==> src/rtl/dk_sequencer.sv <==
// Five-state control sequencer for a yk-1 / Kd derivative datapath (diff -> mul -> trunc -> dk).
// Optional first-sample priming is enabled with the DK_PRIME_EN macro.
module dk_sequencer (
  input  logic        clk,
  input  logic        reset,
  input  logic        start,
  output logic        en1,
  output logic        en2,
  output logic        busy,
  output logic        done,
  output logic        overrun,
  output logic [15:0] sample_cnt
);

  typedef enum logic [2:0] {
    IDLE  = 3'd0,
    DIFF  = 3'd1,
    MUL   = 3'd2,
    TRUNC = 3'd3,
    DONE  = 3'd4
  } state_t;

  state_t state;
  state_t state_next;
  logic   primed;
  logic   busy_next;

`ifdef DK_PRIME_EN
  // Cleared by reset; set when the first (priming) sequence leaves DONE.
  logic prime_flag;

  always_ff @(posedge clk or posedge reset) begin
    if (reset) begin
      prime_flag <= 1'b0;
    end else if (state == DONE) begin
      prime_flag <= 1'b1;
    end
  end

  assign primed = prime_flag;
`else
  assign primed = 1'b1;
`endif

  always_comb begin
    state_next = state;
    case (state)
      IDLE:    if (start) state_next = DIFF;
      DIFF:    state_next = MUL;
      MUL:     state_next = TRUNC;
      TRUNC:   state_next = DONE;
      DONE:    state_next = start ? DIFF : IDLE;
      default: state_next = IDLE;
    endcase
  end

  assign busy_next = (state_next == DIFF) || (state_next == MUL) || (state_next == TRUNC);

  // Outputs are decoded from the next state and registered, so they line up
  // with the state they describe while staying free of any path from start.
  always_ff @(posedge clk or posedge reset) begin
    if (reset) begin
      state      <= IDLE;
      en1        <= 1'b0;
      en2        <= 1'b0;
      busy       <= 1'b0;
      done       <= 1'b0;
      overrun    <= 1'b0;
      sample_cnt <= 16'h0000;
    end else begin
      state   <= state_next;
      en1     <= (state_next == DIFF);
      en2     <= (state_next == TRUNC) && primed;
      busy    <= busy_next;
      done    <= (state_next == DONE);
      overrun <= start && busy;
      if ((state == DONE) && primed && (sample_cnt != 16'hFFFF)) begin
        sample_cnt <= sample_cnt + 16'd1;
      end
    end
  end

endmodule

==> config.mk <==
export PLATFORM = sky130hd
export DESIGN_NAME = dk_sequencer
export DESIGN_NICKNAME = d
export VERILOG_FILES = /design/src/rtl/dk_sequencer.sv
export SDC_FILE = /design/constraint.sdc
export NUM_CORES = 1
export LEC_CHECK = 0
export CORE_MARGIN = 4
export CORE_UTILIZATION = 35
export CTS_BUF_LIST = sky130_fd_sc_hd__clkbuf_2 sky130_fd_sc_hd__clkbuf_4 sky130_fd_sc_hd__clkbuf_8
export CTS_CLUSTER_SIZE = 28
export DETAILED_ROUTE_END_ITERATION = 10
export DONT_BUFFER_PORTS = 1
export GPL_TIMING_DRIVEN = 1
export PLACE_DENSITY = 0.54
export REMOVE_ABC_BUFFERS = 1
export SLEW_MARGIN = 40
export SYNTH_ARGS = -nofsm -noshare
export SYNTH_HDL_FRONTEND = slang
export SYNTH_SLANG_ARGS = --single-unit
==> constraint.sdc <==
create_clock -name clk -period 1.5 [get_ports clk]
set_input_delay 0 -clock clk [delete_from_list [all_inputs] [get_ports clk]]
set_output_delay 0 -clock clk [all_outputs]
set_load 0.01 [all_outputs]
==> implementation parameters, run 1 <==
Parameter                              Value

Job
  Max_cap viols ... 0

STA
  Worst slew slack as a fraction of its limit ... about 80%
  Crit path setup slack, layout ... approximately 0.007 ns
  Hold Fails Final Rpt ... 0
  Worst-margin pin slew ... ~0.33 ns
  Final setup fails ... 0
  Final TNS setup ... 0 ns
  Fmax ... roughly 670 MHz
  Setup clock skew after layout ... about 0.012 ns
  Final worst path period share ... between 90% and 100%
  Number of pins with negative max-slew slack in the final report ... 0
  Final critical delay including setup and external delays ... between 1 and 1.5 ns
  RSZ-0062 raised after global routing ... yes

Detailed routing
  Routed wire length per instance ... ~14 um
  Count of vias placed by the detailed router ... about 870
  DR pass1 iterations ... 2
  Detailed-route vias per instance ... 4.78
  Number of nets with antenna violations after detailed routing ... 0
  Post-detailed-routing wire length ... roughly 2500 um
  Remaining design rule violation count ... 0
  Iter 0 DRT Violations ... 18

Global route
  Wire length of the first global-routing pass ... about 4200 um
  Initial antenna violation count ... 0
  Total track usage ... about an eighth
  Number of global-route vias before repair ... around 940
  Gr ovfl total ... 0
  Largest net degree at the start of global routing ... 25

Placement
  Routability congestion estimate ... approximately 0.76
  Placed wire-length estimate after detailed placement ... about 1900 um
  Area after DPL ... approximately 0.0015 sq mm
  Placement-stage worst setup slack ... -0.0952 ns
  Total of buffers placed on input and output ports ... 0

Power
  Leak Pwr ... 0.800 nW
  Internal Pwr Total ... approximately 1.3 mW
  Switching Fraction ... roughly a third
  IR Drop Worst-Case VDD ... around 0.75 mV
  Combinational power share ... approximately 33%
  Part of the total power dissipated in sequential elements ... 48.2%
  Switching power total ... just over 0.6 mW
  Total power divided by cell area ... roughly 1200 mW/mm^2
  Clock power frac ... a little under a fifth

Clock network
  TritonCTS clock tree ... yes
  Clock sink count ... 24
  Root Buffer Master ... sky130_fd_sc_hd__clkbuf_4
  TritonCTS buffer count ... 3
  Post-CTS clock slew at the launch and capture registers of the worst setup and hold paths ... about 0.14 ns
  H-tree level count ... 1
  Insertion delay of the later-clocked pin in the worst-skew pair ... 0.32 ns
  CTS Buffer Depth ... 2

Final layout
  Area of combinational cells with multiple inputs ... around 600 sq um
  Post-layout instance area ... between 0.0015 and 0.002 sq mm
  Nets ... around 140
  Antenna diodes ... 0
  Post-Route Utilization ... 53.1%
  Count of filler cells inserted in the layout ... around 290
  Area growth from synthesis to final layout ... 44.2%
  Storage element area ... ~600 sq um
  Ratio of cells with drive above 1 in the final layout ... 46.8%

Critical path
  Critical Path End Type ... register
  FF-to-FF path depth ... 5
  Highest net fanout along the worst path ... 6
  Reg-to-reg critical path endpoint ... sample_cnt[14]$_DFFE_PP0P_
  Worst Path Required ... around 1.8 ns
  Critical Path Start Type ... register
  Arr. time, crit path ... 1.76 ns
  Reg2Reg Launch Point ... state[0]$_DFF_PP0_
  Reg-to-reg slack, setup ... 0.007 ns
  Setup CP Type ... reg2reg

Yosys
  Portion of the post-synthesis area used by sequential elements ... 53.4%
  EDFF count, synth ... 0
  Largest area contributor in the netlist ... sky130_fd_sc_hd__dfrtp_1
  Netlist area before placement ... between 0.001 and 0.0015 sq mm
  Number of storage elements in the synthesis netlist ... 24
  Synthesized area divided by synthesized cell count ... approximately 12 sq um
  Number of cells produced by synthesis ... 93
  Cell types with the largest area share after synthesis ... sky130_fd_sc_hd__dfrtp_1 53%, sky130_fd_sc_hd__xor2_1 7.8%, sky130_fd_sc_hd__nor3_1 2.7%
  Synth top area share ... 53.4%
  Number of warnings issued by yosys ... 0
  Cell variety after synth ... 33
  Share of synthesized registers carrying an async set or reset ... 100%
  Top_reg_cell synth ... sky130_fd_sc_hd__dfrtp_1

Die
  Area of the die ... between 0.004 and 0.005 sq mm
  I/O pins ... 24
  Horizontal die dimension ... between 60 and 70 um
  Core Area ... slightly above 0.003 sq mm
  FP Rows ... 20
  Starting Density ... roughly 37%
  Overall die height ... ~65 um

Hold path
  Worst hold path class ... in2async

Status
  Outcome ... complete, no violations
-- state kept, by name, summed over array words and instances, names as in the netlist --
name and flops:
busy 1, en1 1, state 3, en2 1, overrun 1, sample_cnt 16
done 1
-- power by group through the flow --
stage	logic (mW)	clock network (mW)	registers [mW]
2_1_floorplan	0.261	0	0.980
3_3_place_gp	0.586	0	0.912
4_1_cts	0.626	0.359	0.913
5_1_grt	0.691	0.382	0.927
6_report	0.622	0.351	0.907
3_5_place_dp	0.603	0	0.922
-- what timing repair did --
item                                    4_1_cts  5_1_grt
endpoints found under the hold margin        28        0
hold buffers                                  2        0
endpoints found under the setup margin        8       14
pin swaps                                     2        9
gates resized for setup                       5       10
buffers inserted                              1        3
-- routing by layer --
metal	track usage, %	part of all wire [%]	wire length [um]
met1	15.8	46	1130
met2	21.8	47	1170
met3	3.29	5.2	128
met4	5.54	1.7	42
met5	0	0	0
-- critical path, stage by stage (launching register included) --
cell and delay, ns:
sky130_fd_sc_hd__dfrtp_1 0.44, sky130_fd_sc_hd__nor3b_4 0.24, sky130_fd_sc_hd__buf_4 0.15, sky130_fd_sc_hd__nand4_4 0.14
sky130_fd_sc_hd__nor4_4 0.31, sky130_fd_sc_hd__xor2_1 0.16
-- cells in the mapped netlist, types with 2 or more instances --
library cell	instances
sky130_fd_sc_hd__dfrtp_1	24
sky130_fd_sc_hd__xor2_1	10
sky130_fd_sc_hd__nor3_1	6
sky130_fd_sc_hd__nand2_1	5
sky130_fd_sc_hd__nand3_1	5
sky130_fd_sc_hd__nor2_1	4
sky130_fd_sc_hd__and4_1	3
sky130_fd_sc_hd__a21oi_1	2
sky130_fd_sc_hd__and2_1	2
sky130_fd_sc_hd__and3_1	2
sky130_fd_sc_hd__and3b_2	2
sky130_fd_sc_hd__inv_1	2
sky130_fd_sc_hd__nand4_1	2
sky130_fd_sc_hd__nor3b_1	2
sky130_fd_sc_hd__nor4_1	2
sky130_fd_sc_hd__nor4_2	2
sky130_fd_sc_hd__xnor2_1	2
-- how the worst max path moves through the flow --
stage	cells after the start	endpoint	from	slack (ns)
floorplan	5	sample_cnt[1]$_DFFE_PP0P_	sample_cnt[0]$_DFFE_PP0P_	-0.15
global placement	6	sample_cnt[1]$_DFFE_PP0P_	sample_cnt[0]$_DFFE_PP0P_	-0.02
detailed placement	6	sample_cnt[1]$_DFFE_PP0P_	sample_cnt[0]$_DFFE_PP0P_	-0.1
CTS	5	sample_cnt[14]$_DFFE_PP0P_	state[0]$_DFF_PP0_	-0.02
global route	5	sample_cnt[14]$_DFFE_PP0P_	state[0]$_DFF_PP0_	-0.09
finish	5	sample_cnt[14]$_DFFE_PP0P_	state[0]$_DFF_PP0_	0.007
-- area by class of cell --
type / count / share of cell area (%)
Clock buffer: 4 / 2.24
Inverter: 2 / 0.463
Multi-Input combinational cell: 67 / 36.7
Sequential cell: 24 / 37.0
Tap cell: 44 / 3.40
Timing Repair Buffer: 42 / 20.2
-- cell usage in the layout, fill, tap and decap left out, types with 3 or more instances in the layout --
master / n
sky130_fd_sc_hd__buf_4: 38
sky130_fd_sc_hd__clkbuf_4: 3
sky130_fd_sc_hd__dfrtp_1: 24
sky130_fd_sc_hd__nand3_1: 3
sky130_fd_sc_hd__nor2_1: 4
sky130_fd_sc_hd__nor4_4: 4
sky130_fd_sc_hd__nand2_1: 5
sky130_fd_sc_hd__xor2_1: 10
sky130_fd_sc_hd__nor3_1: 5
-- per-stage QoR --
| stage | hold WS [ns] | power [mW] | instances |
|---|---|---|---|
| final | 0.144 | 1.88 | 183 |
| after CTS | 0.153 | 1.90 | 180 |
| after floorplan | 0.0146 | 1.24 | 93 |
| after global placement | -0.0423 | 1.50 | 173 |
| after detailed placement | -0.0387 | 1.52 | 173 |
| after global routing | 0.175 | 2.00 | 183 |
-- cell families (layout without fill, tap and decap cells) --
| family | Yosys count | in the layout | synth area share (%) |
|---|---|---|---|
| compound gates | 6 | 6 | 3.56 |
| buf+inv | 2 | 48 | 0.668 |
| simple gates | 46 | 46 | 29.6 |
| fa+ha+maj | 1 | 1 | 1.11 |
| flops | 24 | 24 | 53.4 |
| mux | 2 | 2 | 2.34 |
| xor+xnor | 12 | 12 | 9.34 |
No activity file was read; power rests on OpenSTA's default activity.
==> run 2, diff against run 1 <==
==> constraint.sdc (replaced) <==
create_clock -name clk -period 1.5 [get_ports clk]
set_input_delay 0 -clock clk [delete_from_list [all_inputs] [get_ports clk]]
set_output_delay 0 -clock clk [all_outputs]
set_load 0.02 [all_outputs]
==> run 2 against run 1 <==
The flow now finishes with violations (negative setup slack). Design area decreased by 1.4%. Flip-flop and latch count unchanged. Core utilization decreased by 0.74 points. Largest cell class unchanged.
==> implementation parameters, run 2 (synthesis results as in run 1) <==
Parameter                              Value

Status
  Outcome ... finished with violations
  Violations in the final reports ... negative setup slack

Job
  Max_cap viols ... 0

Clock network
  TritonCTS clock tree ... yes
  H-tree level count ... 1
  Insertion delay of the later-clocked pin in the worst-skew pair ... a little over 0.3 ns
  Clock sink count ... 24
  Post-CTS clock slew at the launch and capture registers of the worst setup and hold paths ... about 0.13 ns
  TritonCTS buffer count ... 3
  CTS Buffer Depth ... 2
  Root Buffer Master ... sky130_fd_sc_hd__clkbuf_4

STA
  Worst hold slack across all endpoints ... between 0.15 and 0.2 ns
  Final critical delay including setup and external delays ... between 1.5 and 2 ns
  Number of pins with negative max-slew slack in the final report ... 0
  Hold Fails Final Rpt ... 0
  Crit path setup slack, layout ... -0.0344 ns
  Worst slew slack as a fraction of its limit ... roughly 80%
  Worst-margin pin slew ... 0.295 ns
  Final setup fails ... 5
  Final worst path period share ... 102%
  RSZ-0062 raised after global routing ... yes
  Setup clock skew after layout ... around 0.013 ns
  Fmax ... between 600 and 700 MHz
  Final TNS setup ... -0.0579 ns

Die
  Horizontal die dimension ... about 65 um
  Area of the die ... approximately 0.0042 sq mm
  Core Area ... just over 0.003 sq mm
  I/O pins ... 24
  Starting Density ... between 30% and 40%
  Overall die height ... approximately 65 um
  FP Rows ... 20

Final layout
  Register containing the most flip-flops in the final layout ... sample_cnt
  Storage element area ... about 600 sq um
  Area of combinational cells with multiple inputs ... between 500 and 600 sq um
  Most frequent cells in the layout ... 37 x sky130_fd_sc_hd__buf_4, 23 x sky130_fd_sc_hd__dfrtp_1, 10 x sky130_fd_sc_hd__xor2_1
  Antenna diodes ... 0
  Count of filler cells inserted in the layout ... roughly 300
  Top flop regs ... sample_cnt: 16 flops, state: 3 flops
  Max reg flops ... 16
  Ratio of cells with drive above 1 in the final layout ... around half
  Nets ... 143
  Area growth from synthesis to final layout ... 42.2%
  Most common cell after layout, fill and taps aside ... sky130_fd_sc_hd__buf_4
  Fin cells ... between 150 and 200

Global route
  Largest net degree at the start of global routing ... 25
  Number of global-route vias before repair ... 874
  Total track usage ... 12.5%
  Initial antenna violation count ... 0
  Gr ovfl total ... 0
  Wire length of the first global-routing pass ... approximately 4000 um

Critical path
  List of cells traversed by the critical path ... ha_2, nand3_2, buf_6, nor4_4, nor2_2, mux2_4
  Worst Path Required ... 1.71 ns
  Worst stage delay on the critical path ... 0.38 ns
  Arr. time, crit path ... approximately 1.8 ns
  Critical Path Start Type ... register
  Setup CP Type ... reg2reg
  Critical Path End Type ... register
  Highest net fanout along the worst path ... 2
  Top cell family by delay on the critical path ... simple AND/OR/NAND/NOR gates
  Crit-path slowest cell ... sky130_fd_sc_hd__dfrtp_1
  Number of buffer and inverter instances along the worst setup path ... 1

Hold path
  Worst hold path class ... in2async

Power
  Total power divided by cell area ... ~1200 mW/mm^2
  Combinational power share ... 34.9%
  Leak Pwr ... 0.788 nW
  Clock power frac ... between 10 and 15%
  Switching power total ... approximately 0.66 mW
  Internal Pwr Total ... about 1.2 mW
  Part of the total power dissipated in sequential elements ... between 50% and 60%
  IR Drop Worst-Case VDD ... 0.673 mV
  Switching Fraction ... a little over a third

Detailed routing
  Count of vias placed by the detailed router ... about 860
  DR pass1 iterations ... 2
  Remaining design rule violation count ... 0
  Iter 0 DRT Violations ... 27
  Post-detailed-routing wire length ... ~2500 um
  Detailed-route vias per instance ... approximately 4.7
  Number of nets with antenna violations after detailed routing ... 0
  Routed wire length per instance ... around 14 um

Placement
  Total of buffers placed on input and output ports ... 0
  Routability congestion estimate ... roughly 0.8
  Placed wire-length estimate after detailed placement ... 1810 um
  Number of placed cells counting well taps ... ~170
## run 2: cell count changes in the layout (fill, tap and decap cells not counted), sizes merged
cell | before | now
buf | 40 | 39
clkbuf | 4 | 3
## run 2: repair_timing
item,in CTS,in global routing
hold buffers,2,0
resized for setup,1,16
endpoints found under the setup margin,6,12
endpoints found under the hold margin,28,0
buffers inserted,0,4
pin swaps,1,8
## run 2: layout make-up
type                            instances  share of cell area, %
Clock buffer                            3                   1.41
Sequential cell                        24                   37.6
Timing Repair Buffer                   41                   20.0
Tap cell                               44                   3.44
Inverter                                2                  0.469
Multi-Input combinational cell         67                   37.0
## run 2: worst paths after layout
kind / startpoint / to / slack [ns] / cells after the start
setup / recovery: sample_cnt[1]$_DFFE_PP0P_ / sample_cnt[1]$_DFFE_PP0P_ / -0.03 / 6
hold / removal: reset / sample_cnt[12]$_DFFE_PP0P_ / 0.16 / 3
min in group clk: start / overrun$_DFF_PP0_ / 0.40 / 2
max in group asynchronous: reset / sample_cnt[4]$_DFFE_PP0P_ / 1.10 / 3
hold reg to reg: state[2]$_DFF_PP0_ / state[1]$_DFF_PP0_ / 0.57 / 2
setup reg to reg: sample_cnt[1]$_DFFE_PP0P_ / sample_cnt[1]$_DFFE_PP0P_ / -0.03 / 6
## run 2: power groups by stage
stage	clock network, mW	registers (mW)	logic, mW
2_1_floorplan	0	1.05	0.261
3_3_place_gp	0	0.950	0.622
3_5_place_dp	0	0.953	0.633
4_1_cts	0.285	0.942	0.643
5_1_grt	0.320	0.957	0.718
6_report	0.274	0.942	0.651
## run 2: worst reg2reg max path, stage by stage, from the launching register on
cell and delay (ns):
sky130_fd_sc_hd__dfrtp_1 0.38, sky130_fd_sc_hd__ha_2 0.19, sky130_fd_sc_hd__nand3_2 0.09, sky130_fd_sc_hd__buf_6 0.13, sky130_fd_sc_hd__nor4_4 0.25, sky130_fd_sc_hd__nor2_2 0.09
sky130_fd_sc_hd__mux2_4 0.30
## run 2: layer usage
layer / up-vias / share of wire, % / global-route usage, %
met4: 0 / 1.2 / 4.75
met5: - / 0 / 0
met1: 407 / 47 / 16.1
met2: 15 / 47 / 20.2
li1: 430 / - / -
met3: 4 / 4.8 / 3.29
## run 2: metrics by stage
stage / utilization [%] / setup slack (ns) / area (sq um) / power, mW
floorplan: - / -0.240 / 1120 / 1.31
global placement: 47.3 / -0.00230 / 1440 / 1.57
detailed placement: 47.3 / -0.0531 / 1440 / 1.59
CTS: 48.7 / -0.0106 / 1490 / 1.87
global route: 52.4 / -0.125 / 1600 / 2.00
finish: 52.4 / -0.0344 / 1600 / 1.87
==> run 3, diff against run 2 <==
==> constraint.sdc (replaced) <==
create_clock -name clk -period 1.5 [get_ports clk]
set_input_delay 0.3 -clock clk [delete_from_list [all_inputs] [get_ports clk]]
set_output_delay 0.3 -clock clk [all_outputs]
set_load 0.02 [all_outputs]
==> run 3 against run 2 <==
The flow still finishes with violations (negative setup slack). Register-to-register slack barely moved. Non-clock buffer count fell by 1. Design area fell by 0.63%. Via count fell by 0.47%. Fmax did not move. Global-route usage fell by 0.11 points. Combinational power barely moved. First-iteration DRC count did not move. Setup slack did not move. Flip-flop and latch count did not move. Clock-buffer cell count did not move. Sequential share of layout area rose by 0.24 points. Highest routed layer unchanged.
==> implementation parameters, run 3 (synthesis results as in run 1) <==
Parameter                              Value

Global route
  Largest net degree at the start of global routing ... 25
  Total track usage ... approximately an eighth
  Number of global-route vias before repair ... 866
  Initial antenna violation count ... 0
  Gr ovfl total ... 0
  Wire length of the first global-routing pass ... 4020 um

Final layout
  Fin cells ... between 150 and 200
  Ratio of cells with drive above 1 in the final layout ... around half
  Post-layout instance area ... 0.00159 sq mm
  Most frequent cells in the layout ... 37 x sky130_fd_sc_hd__buf_4, 23 x sky130_fd_sc_hd__dfrtp_1, 10 x sky130_fd_sc_hd__xor2_1
  Nets ... between 100 and 150
  Area growth from synthesis to final layout ... 41.3%
  Register containing the most flip-flops in the final layout ... sample_cnt
  Most common cell after layout, fill and taps aside ... sky130_fd_sc_hd__buf_4
  Antenna diodes ... 0
  Top flop regs ... sample_cnt: 16 flops, state: 3 flops
  Max reg flops ... 16

Clock network
  TritonCTS buffer count ... 3
  Insertion delay of the later-clocked pin in the worst-skew pair ... slightly above 0.3 ns
  CTS Buffer Depth ... 2
  H-tree level count ... 1
  TritonCTS clock tree ... yes
  Clock sink count ... 24
  Root Buffer Master ... sky130_fd_sc_hd__clkbuf_4
  Post-CTS clock slew at the launch and capture registers of the worst setup and hold paths ... ~0.13 ns

Critical path
  Worst Path Required ... around 1.7 ns
  Highest net fanout along the worst path ... 2
  Arr. time, crit path ... between 1.5 and 2 ns
  Setup CP Type ... reg2reg
  Critical Path End Type ... register
  Number of buffer and inverter instances along the worst setup path ... 1
  Worst stage delay on the critical path ... 0.38 ns
  Top cell family by delay on the critical path ... simple AND/OR/NAND/NOR gates
  Critical Path Start Type ... register
  Crit-path slowest cell ... sky130_fd_sc_hd__dfrtp_1
  List of cells traversed by the critical path ... ha_2, nand3_2, buf_6, nor4_4, nor2_2, mux2_4

Power
  IR Drop Worst-Case VDD ... 0.673 mV
  Total power divided by cell area ... between 1000 and 1500 mW/mm^2
  Leak Pwr ... a little under 0.8 nW

Die
  Core Area ... 0.00305 sq mm
  Horizontal die dimension ... 64.7 um
  Area of the die ... around 0.0042 sq mm
  FP Rows ... 20
  Overall die height ... ~65 um
  I/O pins ... 24
  Starting Density ... 36.8%

Detailed routing
  Iter 0 DRT Violations ... 27
  Post-detailed-routing wire length ... 2460 um
  Detailed-route vias per instance ... 4.73
  Count of vias placed by the detailed router ... 852
  Routed wire length per instance ... 13.7 um
  Number of nets with antenna violations after detailed routing ... 0
  DR pass1 iterations ... 2
  Remaining design rule violation count ... 0

STA
  Number of pins with negative max-slew slack in the final report ... 0
  Final worst path period share ... 102%
  Worst-margin pin slew ... approximately 0.30 ns
  Fmax ... roughly 650 MHz
  RSZ-0062 raised after global routing ... yes
  Final TNS setup ... -0.0579 ns
  Final setup fails ... 5
  Worst slew slack as a fraction of its limit ... 80.3%
  Crit path setup slack, layout ... -0.0344 ns
  Final critical delay including setup and external delays ... 1.53 ns
  Setup clock skew after layout ... ~0.013 ns
  Hold Fails Final Rpt ... 0

Placement
  Total of buffers placed on input and output ports ... 0
  Routability congestion estimate ... 0.797
  Number of placed cells counting well taps ... about 170
  Area after DPL ... about 0.0014 sq mm
  Placed wire-length estimate after detailed placement ... 1810 um

Status
  Outcome ... finished with violations
  Violations in the final reports ... negative setup slack

Job
  Max_cap viols ... 0

Hold path
  Worst hold path class ... in2reg
==> run 3: power by group <==
| part | switching [mW] | total [mW] | leakage [nW] | internal, mW |
|---|---|---|---|---|
| Sequential | 0.158 | 0.942 | 0.318 | 0.784 |
| Clock | 0.180 | 0.274 | 0.0138 | 0.0937 |
| Combinational | 0.324 | 0.648 | 0.452 | 0.324 |
| Total | 0.662 | 1.86 | 0.784 | 1.20 |
==> run 3: timing repair <==
item / CTS / global route
buffers inserted: 0 / 4
endpoints found under the setup margin: 6 / 12
hold endpoints to repair: 24 / 0
pin swaps: 1 / 8
hold buffers: 1 / 0
resized for setup: 1 / 16
cloned: 0 / 0
==> run 3: worst paths after layout <==
check | start | slack (ns) | cells past startpoint | end
min in group asynchronous | reset | 0.46 | 3 | sample_cnt[12]$_DFFE_PP0P_
worst max-delay path | sample_cnt[1]$_DFFE_PP0P_ | -0.03 | 6 | sample_cnt[1]$_DFFE_PP0P_
worst max register to register | sample_cnt[1]$_DFFE_PP0P_ | -0.03 | 6 | sample_cnt[1]$_DFFE_PP0P_
worst min-delay path | start | 0.13 | 1 | overrun$_DFF_PP0_
max in group asynchronous | reset | 0.80 | 3 | sample_cnt[4]$_DFFE_PP0P_
worst min register to register | state[2]$_DFF_PP0_ | 0.57 | 2 | state[1]$_DFF_PP0_
==> run 3: stage by stage <==
stage	hold slack [ns]	util, %	total power [mW]	worst slack [ns]
after CTS	0.122	48.4	1.87	-0.0106
after detailed placement	0.254	47.3	1.59	-0.0531
after floorplan	0.315	-	1.31	-0.240
final	0.131	52.0	1.86	-0.0344
after global routing	0.111	52.0	1.99	-0.125
after global placement	0.258	47.3	1.57	-0.00230
==> run 3: final cells by class <==
type                            count  area (sq um)
Sequential cell                    24           602
Tap cell                           44          55.1
Inverter                            2          7.51
Fill cell                         299          1460
Multi-Input combinational cell     67           592
Clock buffer                        3          22.5
Timing Repair Buffer               40           310
==> run 3: routing by layer <==
layer | track usage [%] | routed length [um] | vias up
li1 | - | - | 428
met1 | 16.0 | 1160 | 405
met2 | 20.0 | 1150 | 15
met3 | 3.29 | 119 | 4
met4 | 4.75 | 29 | 0
met5 | 0 | 0 | -
